===== src/rtl/kernel_pio_pkg.sv =====
`default_nettype none
// ============================================================================
// Module      : kernel_pio_pkg
// Description : Register map and encoding constants for the edge-capable PIO.
// Revision    : 1.0 - initial release
// ============================================================================
package kernel_pio_pkg;

    // Word addresses of the slave register map; 6 and 7 are reserved.
    typedef enum logic [2:0] {
        ADDR_DATA     = 3'd0,
        ADDR_DIR      = 3'd1,
        ADDR_IRQ_MASK = 3'd2,
        ADDR_EDGE_CAP = 3'd3,
        ADDR_OUTSET   = 3'd4,
        ADDR_OUTCLEAR = 3'd5
    } pio_addr_e;

    localparam int EDGE_NONE = 0;
    localparam int EDGE_RISE = 1;
    localparam int EDGE_FALL = 2;
    localparam int EDGE_ANY  = 3;

    localparam int IRQ_LEVEL = 0;
    localparam int IRQ_EDGE  = 1;

endpackage : kernel_pio_pkg
`default_nettype wire


===== src/rtl/kernel_pio_sync.sv =====
`default_nettype none
// ============================================================================
// Module      : kernel_pio_sync
// Description : Input synchroniser chain, one-cycle history and edge detect.
// Revision    : 1.0 - initial release
// ============================================================================
module kernel_pio_sync
    import kernel_pio_pkg::*;
#(
    parameter int WIDTH       = 7,
    parameter int SYNC_STAGES = 2,
    parameter int EDGE_TYPE   = EDGE_RISE
) (
    input  logic             clk,
    input  logic             reset,
    input  logic [WIDTH-1:0] in_port,
    output logic [WIDTH-1:0] data_sync,
    output logic [WIDTH-1:0] edge_det
);

    logic [SYNC_STAGES-1:0][WIDTH-1:0] sync_q;
    logic [SYNC_STAGES-1:0][WIDTH-1:0] sync_d;
    logic [WIDTH-1:0]                  prev_q;
    logic [WIDTH-1:0]                  prev_d;

    always_comb begin
        sync_d = {sync_q[SYNC_STAGES-2:0], in_port};
        prev_d = sync_q[SYNC_STAGES-1];
    end

    always_ff @(posedge clk) begin
        if (reset) begin
            sync_q <= '0;
            prev_q <= '0;
        end else begin
            sync_q <= sync_d;
            prev_q <= prev_d;
        end
    end

    assign data_sync = sync_q[SYNC_STAGES-1];

    generate
        if (EDGE_TYPE == EDGE_RISE) begin : g_rise
            assign edge_det = data_sync & ~prev_q;
        end else if (EDGE_TYPE == EDGE_FALL) begin : g_fall
            assign edge_det = ~data_sync & prev_q;
        end else if (EDGE_TYPE == EDGE_ANY) begin : g_any
            assign edge_det = data_sync ^ prev_q;
        end else begin : g_none
            logic w_unused_prev;
            assign w_unused_prev = ^prev_q;
            assign edge_det      = '0;
        end
    endgenerate

endmodule : kernel_pio_sync
`default_nettype wire


===== src/rtl/kernel_pio_edge.sv =====
`default_nettype none
// ============================================================================
// Module      : kernel_pio_edge
// Description : Avalon-MM bidirectional PIO with edge capture and interrupt.
// Revision    : 1.0 - initial release
// ============================================================================
module kernel_pio_edge
    import kernel_pio_pkg::*;
#(
    parameter int               WIDTH       = 7,
    parameter int               SYNC_STAGES = 2,
    parameter int               EDGE_TYPE   = EDGE_RISE,
    parameter int               IRQ_MODE    = IRQ_LEVEL,
    parameter logic [WIDTH-1:0] RESET_VALUE = '0
) (
    input  logic             clk,
    input  logic             reset,
    input  logic [2:0]       address,
    input  logic             chipselect,
    input  logic             write_n,
    input  logic [31:0]      writedata,
    output logic [31:0]      readdata,
    input  logic [WIDTH-1:0] in_port,
    output logic [WIDTH-1:0] out_port,
    output logic [WIDTH-1:0] oe,
    output logic             irq
);

    logic             w_wr;
    logic [WIDTH-1:0] w_wd;
    logic [WIDTH-1:0] w_data_sync;
    logic [WIDTH-1:0] w_edge;
    logic [WIDTH-1:0] w_clear;
    logic [WIDTH-1:0] w_rd_sel;
    logic             w_irq_src;
    logic             w_unused_wd;

    logic [WIDTH-1:0] out_data_q, out_data_d;
    logic [WIDTH-1:0] dir_q,      dir_d;
    logic [WIDTH-1:0] mask_q,     mask_d;
    logic [WIDTH-1:0] cap_q,      cap_d;
    logic [31:0]      readdata_q, readdata_d;
    logic             irq_q,      irq_d;

    assign w_wr        = chipselect & ~write_n;
    assign w_wd        = writedata[WIDTH-1:0];
    assign w_unused_wd = ^writedata;

    kernel_pio_sync #(
        .WIDTH       (WIDTH),
        .SYNC_STAGES (SYNC_STAGES),
        .EDGE_TYPE   (EDGE_TYPE)
    ) u_sync (
        .clk       (clk),
        .reset     (reset),
        .in_port   (in_port),
        .data_sync (w_data_sync),
        .edge_det  (w_edge)
    );

    always_comb begin
        out_data_d = out_data_q;
        dir_d      = dir_q;
        mask_d     = mask_q;
        w_clear    = '0;
        if (w_wr) begin
            case (address)
                ADDR_DATA:     out_data_d = w_wd;
                ADDR_DIR:      dir_d      = w_wd;
                ADDR_IRQ_MASK: mask_d     = w_wd;
                ADDR_EDGE_CAP: w_clear    = w_wd;
                ADDR_OUTSET:   out_data_d = out_data_q | w_wd;
                ADDR_OUTCLEAR: out_data_d = out_data_q & ~w_wd;
                default:       ;
            endcase
        end
        // A fresh edge overrides a simultaneous write-1-to-clear.
        cap_d = (cap_q & ~w_clear) | w_edge;
    end

    always_comb begin
        w_rd_sel = '0;
        case (address)
            ADDR_DATA:     w_rd_sel = w_data_sync;
            ADDR_DIR:      w_rd_sel = dir_q;
            ADDR_IRQ_MASK: w_rd_sel = mask_q;
            ADDR_EDGE_CAP: w_rd_sel = cap_q;
            default:       w_rd_sel = '0;
        endcase
        readdata_d = 32'(w_rd_sel);
        irq_d      = w_irq_src;
    end

    generate
        if (IRQ_MODE == IRQ_EDGE) begin : g_irq_edge
            assign w_irq_src = |(cap_q & mask_q);
        end else begin : g_irq_level
            assign w_irq_src = |(w_data_sync & mask_q);
        end
    endgenerate

    always_ff @(posedge clk) begin
        if (reset) begin
            out_data_q <= RESET_VALUE;
            dir_q      <= '0;
            mask_q     <= '0;
            cap_q      <= '0;
            readdata_q <= '0;
            irq_q      <= 1'b0;
        end else begin
            out_data_q <= out_data_d;
            dir_q      <= dir_d;
            mask_q     <= mask_d;
            cap_q      <= cap_d;
            readdata_q <= readdata_d;
            irq_q      <= irq_d;
        end
    end

    assign readdata = readdata_q;
    assign out_port = out_data_q;
    assign oe       = dir_q;
    assign irq      = irq_q;

endmodule : kernel_pio_edge
`default_nettype wire

===== config.mk =====
export PLATFORM = sky130hd
export DESIGN_NAME = kernel_pio_edge
export DESIGN_NICKNAME = d
export VERILOG_FILES = /design/src/rtl/kernel_pio_pkg.sv /design/src/rtl/kernel_pio_sync.sv /design/src/rtl/kernel_pio_edge.sv
export SDC_FILE = /design/constraint.sdc
export NUM_CORES = 1
export LEC_CHECK = 0
export ABC_AREA = 1
export CAP_MARGIN = 20
export CORE_MARGIN = 1
export CORE_UTILIZATION = 47
export CTS_CLUSTER_DIAMETER = 150
export DETAILED_ROUTE_END_ITERATION = 16
export HOLD_SLACK_MARGIN = 0.08
export PLACE_DENSITY = 0.85
export SYNTH_ARGS = -nofsm -noshare
export SYNTH_HDL_FRONTEND = slang
export SYNTH_SLANG_ARGS = --single-unit

===== constraint.sdc =====
create_clock -name clk -period 2.1 [get_ports clk]
set_input_delay 0.315 -clock clk [delete_from_list [all_inputs] [get_ports clk]]
set_output_delay 0.315 -clock clk [all_outputs]
set_load 0.03 [all_outputs]

After elaboration in Yosys (flattened, before gate mapping)
Index checks and enable logic that the tools add are counted.
{"block": "op_classes", "add_sub_neg": 0, "n_bitwise": 11, "multipliers": 0, "n_eq_ne": 5, "n_mux": 4, "reduce_logical": 6, "div_mod_pow": 0, "magnitude_cmp": 0, "shift": 0}
{"op": "7-bit AND", "n": 4}
{"op": "7-bit one-hot mux with 4 select lines", "n": 1}
{"op": "7-bit inverter", "n": 3}
{"op": "7-bit one-hot mux with 3 select lines", "n": 1}
{"op": "7-bit 2-to-1 mux", "n": 2}
{"op": "7-bit bitwise OR", "n": 2}
{"op": "7-bit OR reduction", "n": 1}
{"op": "3-bit by 2-bit equality test with 1-bit output, second input constant", "n": 2}
{"op": "3-bit equality test, second input constant", "n": 2}
{"op": "2-bit AND reduction", "n": 3}
{"op": "3-bit by 1-bit equality test with 1-bit output, second input constant", "n": 1}
{"op": "3-bit zero test", "n": 1}
{"op": "3-bit nonzero test", "n": 1}
{"op": "1-bit AND", "n": 1}
{"op": "1-bit inverter", "n": 1}
{"block": "word_totals", "reg_bits": 82, "ram_bits": 0, "mem_bits_ro": 0, "latch_bits": 0, "mem_count": 0}

Depth between registers and ports, before layout
{"block": "depth", "word_depth": 6, "depth_mapped": 9, "ltp_nobuf": 7}

Hierarchy
Synthesis repeated with hierarchy kept, for this count alone.
{"block": "unflattened", "cells_unflattened": 342, "hier_area_um2": 2443.6}
{"mod": "kernel_pio_edge", "area_per_inst_um2": 1816.7, "cells_per_inst": 270, "n_inst": 1, "seq_area_each_um2": 720.7}
{"mod": "kernel_pio_sync", "area_per_inst_um2": 626.9, "cells_per_inst": 72, "n_inst": 1, "seq_area_each_um2": 420.4}

Worst setup path after synthesis
Ideal clock, no wire load.
{"block": "synth_path", "path_kind": "in2reg", "start": "input address[2]", "end": "register cap_q[0]", "arrival_ns": 1.091, "stages": 8, "required_ns": 1.972, "path_slack_ns": 0.881, "cell_sequence": "buf_2 inv_2 nand2_2 nor2_4 buf_6 nand3_1 a21oi_1 nor2_1"}
{"block": "synth_between", "elab_chain_cells": 6}
{"element": "from (decl)", "line_no": "kernel_pio_edge.sv:18", "rtl": "input logic [2:0] address,"}
{"element": "3-bit by 2-bit equality test with 1-bit output", "line_no": "kernel_pio_edge.sv:67", "rtl": "case (address)"}
{"element": "7-bit 2-to-1 mux", "line_no": "kernel_pio_edge.sv:67"}
{"element": "7-bit 2-to-1 mux", "line_no": "kernel_pio_edge.sv:66", "rtl": "if (w_wr) begin"}
{"element": "7-bit inverter", "line_no": "kernel_pio_edge.sv:78", "rtl": "cap_d = (cap_q & ~w_clear) | w_edge;"}
{"element": "7-bit AND", "line_no": "kernel_pio_edge.sv:78"}
{"element": "7-bit bitwise OR", "line_no": "kernel_pio_edge.sv:78"}
{"element": "to (signal assigned)", "line_no": "kernel_pio_edge.sv:114", "rtl": "cap_q <= cap_d;"}
{"element": "to (decl)", "line_no": "kernel_pio_edge.sv:41", "rtl": "logic [WIDTH-1:0] cap_q, cap_d;"}
No other way between the ends.
A chain may end at the register's enable or synchronous reset.

Worst setup path after layout
{"block": "layout_path", "start": "register dir_q[5] (netlist: oe[5])", "end": "output oe[5]"}
{"element": "from (decl)", "line_no": "kernel_pio_edge.sv:39", "rtl": "logic [WIDTH-1:0] dir_q, dir_d;"}
{"element": "from (signal assigned)", "line_no": "kernel_pio_edge.sv:112", "rtl": "dir_q <= dir_d;"}
{"element": "to (decl)", "line_no": "kernel_pio_edge.sv:25", "rtl": "output logic [WIDTH-1:0] oe,"}
No word-level cell between the ends.

==> results.cfg <==
[pwr]
power_switching_share = 0.260
power_mw = 2.39
leakage_nw = 1.25
irDropWorstVdd_mv = 0.477
power_frac_seq = 0.471
p_per_area_nw_per_um2 = 805
switchingPower_mw = 0.622
p_int_mw = 1.77
combPwrFrac = 0.109
clockPowerShare = 0.420

[synth]
yosys_warnings = 0
synthTopCellsByCount = nor2_1, nand2_1, dfxtp_1
ys_ff_latch = 57
synth_area_um2 = 2370
synth_area_leader_cell = dfxtp_1
synth_top_area_frac = 0.481
ys_seq_area_frac = 0.481
synth_flop_cell = dfxtp_1
syn_avg_cell_area_um2 = 7.26
synth_cells = 327
synth_edf_count = 0
ys_top_cells_by_area = dfxtp_1, nor2_1, nand2_1
yosysMostFrequentCell = nor2_1
async_flop_share = 0
ys_types = 18

[floorplanning]
die_y_um = 73.1
io_pins = 93
die-area_um2 = 5340
die_x_um = 73.1
start_util = 0.496
rows = 25
coreArea_um2 = 4790

[critical_path]
worstSetupStartpointType = flip-flop
critPathMaxStageDelay_ns = 0.68
cp.required_ns = 1.78
cp_slowest_cell = clkdlybuf4s50_1
reg2reg_slack_ns = 1.29
cp_top_family = buffers and inverters
path_cells = clkdlybuf4s50_1
crit_type = flip-flop to output port
crit_arrival_ns = 1.40
critPathMaxFanout = 3
crit_buf_inv = 1
crit_path_end_kind = output port

[timing]
setup_viol = 0
fin_setup_tns_ns = 0
skew_ns = 0.00820
report.final.slew_viol_count = 0
min_period_ns = 1.71
rsz0062_at_grt = no
final-hold-violation-count = 0
max_freq_mhz = 585
fin_crit_sh = 0.815

[clocking]
clk_latency_ns = 0.34
postCtsHoldBufs = 0
tritoncts = yes
clk_pin_slew_ns = 0.07
post_cts_resized = 0
htree_levels = 3
post-cts-setup-buffers = 0
cts.sinks = 57
cts_buffers = 9
root_buffer = clkbuf_8
cts.path.max_buffers = 2

[finish]
postLayoutCoreUtil = 0.621
multi_input_area_um2 = 972
area_growth_pct = 25.3
nFillCells = 438
seqCellArea_um2 = 1140
nets = 420
drive_above_1_share = 0.0739
diodes = 0
fin_cells = 446

[grt]
globalRouteTotalUtil = 0.211
antenna_found_initial = 0
overflow = 0
grt_first_pass_wirelength_mm = 8.30
grt_pass1_vias = 1862
grt_max_degree = 45

[placement]
port_buffers = 42
place_congestion = 0.947
dp_cells = 430
hpwl_mm = 3.46

[routing]
vias = 2103
dr.pass1.iters = 6
drtIter0Drc = 216
wl_mm = 5.05
postRouteAntennaNets = 0
wire_per_inst_um = 11.3
avgViaCountPerCell = 4.72
drc = 0

[hold_path]
worst_hold_path_type = flip-flop to flip-flop

[run_status]
status = finished clean

[flow_run]
drv_cap = 0
layer usage:
| metal | part of all wire | track usage | up-vias |
|---|---|---|---|
| met5 | 0 | 0 | - |
| met4 | 0.038 | 0.144 | 0 |
| met3 | 0.070 | 0.0580 | 18 |
| met2 | 0.47 | 0.330 | 91 |
| met1 | 0.42 | 0.252 | 941 |
| li1 | - | - | 1053 |
layout make-up:
cell class,count,area share
multi-input combinational,228,0.327
sequential,57,0.384
tap,67,0.0282
clock buffer,11,0.0476
timing repair buffer,45,0.153
inverter,33,0.0417
clock inverter,5,0.0185
state kept, by name (all words and copies together) (netlist names):
signal,cells
u_sync.data_sync,7
irq,1
mask_q,7
u_sync.prev_q,7
out_port,7
cap_q,7
readdata,7
oe,7
u_sync.sync_d,7
path summary, 6_finish.rpt:
kind | start | end | depth (start not counted)
max | oe[5] | oe[5] | 1
min | u_sync.sync_d[10] | u_sync.data_sync[3] | 2
min reg2reg | u_sync.sync_d[10] | u_sync.data_sync[3] | 2
max reg2reg | u_sync.data_sync[6] | readdata[6] | 4
cell usage in the layout, fill, tap and decap left out:
cell / n
clkinvlp_4: 2
nor2_4: 3
a21oi_1: 22
dfxtp_1: 57
clkinv_2: 2
o21ai_1: 1
inv_2: 4
nor2_1: 69
nand3b_1: 4
clkbuf_8: 10
buf_12: 1
buf_4: 2
clkdlybuf4s50_1: 42
clkbuf_1: 1
nand2_2: 2
nor2_2: 1
inv_1: 29
bufinv_16: 1
conb_1: 25
nand3_1: 21
o21ai_0: 13
nand2_1: 67
cell families after synthesis:
group                  count (synthesis)  synth area share
AO/OA/AOI/OAI                         36            0.0759
buffers and inverters                 66             0.148
flip-flops                            57             0.481
other                                  1           0.00158
AND/OR/NAND/NOR                      167             0.294
metrics by stage:
step / area (um^2) / setup WS (ns) / hold WS (ns)
finish: 2970 / 0.389 / 0.400
global route: 2970 / 0.347 / 0.414
CTS: 2970 / 0.377 / 0.401
detailed placement: 2780 / 0.239 / 0.392
global placement: 2780 / 0.275 / 0.390
floorplan: 2460 / 0.881 / 0.388
power by group through the flow:
stage	Sequential, mW	Combinational, mW	Clock [mW]
final	1.13	0.260	1.01
after global routing	1.13	0.282	1.06
after CTS	1.13	0.258	1.02
after detailed placement	1.15	0.255	0
after global placement	1.15	0.250	0
after floorplan	1.16	0.188	0
(Power assumes the default switching activity.)
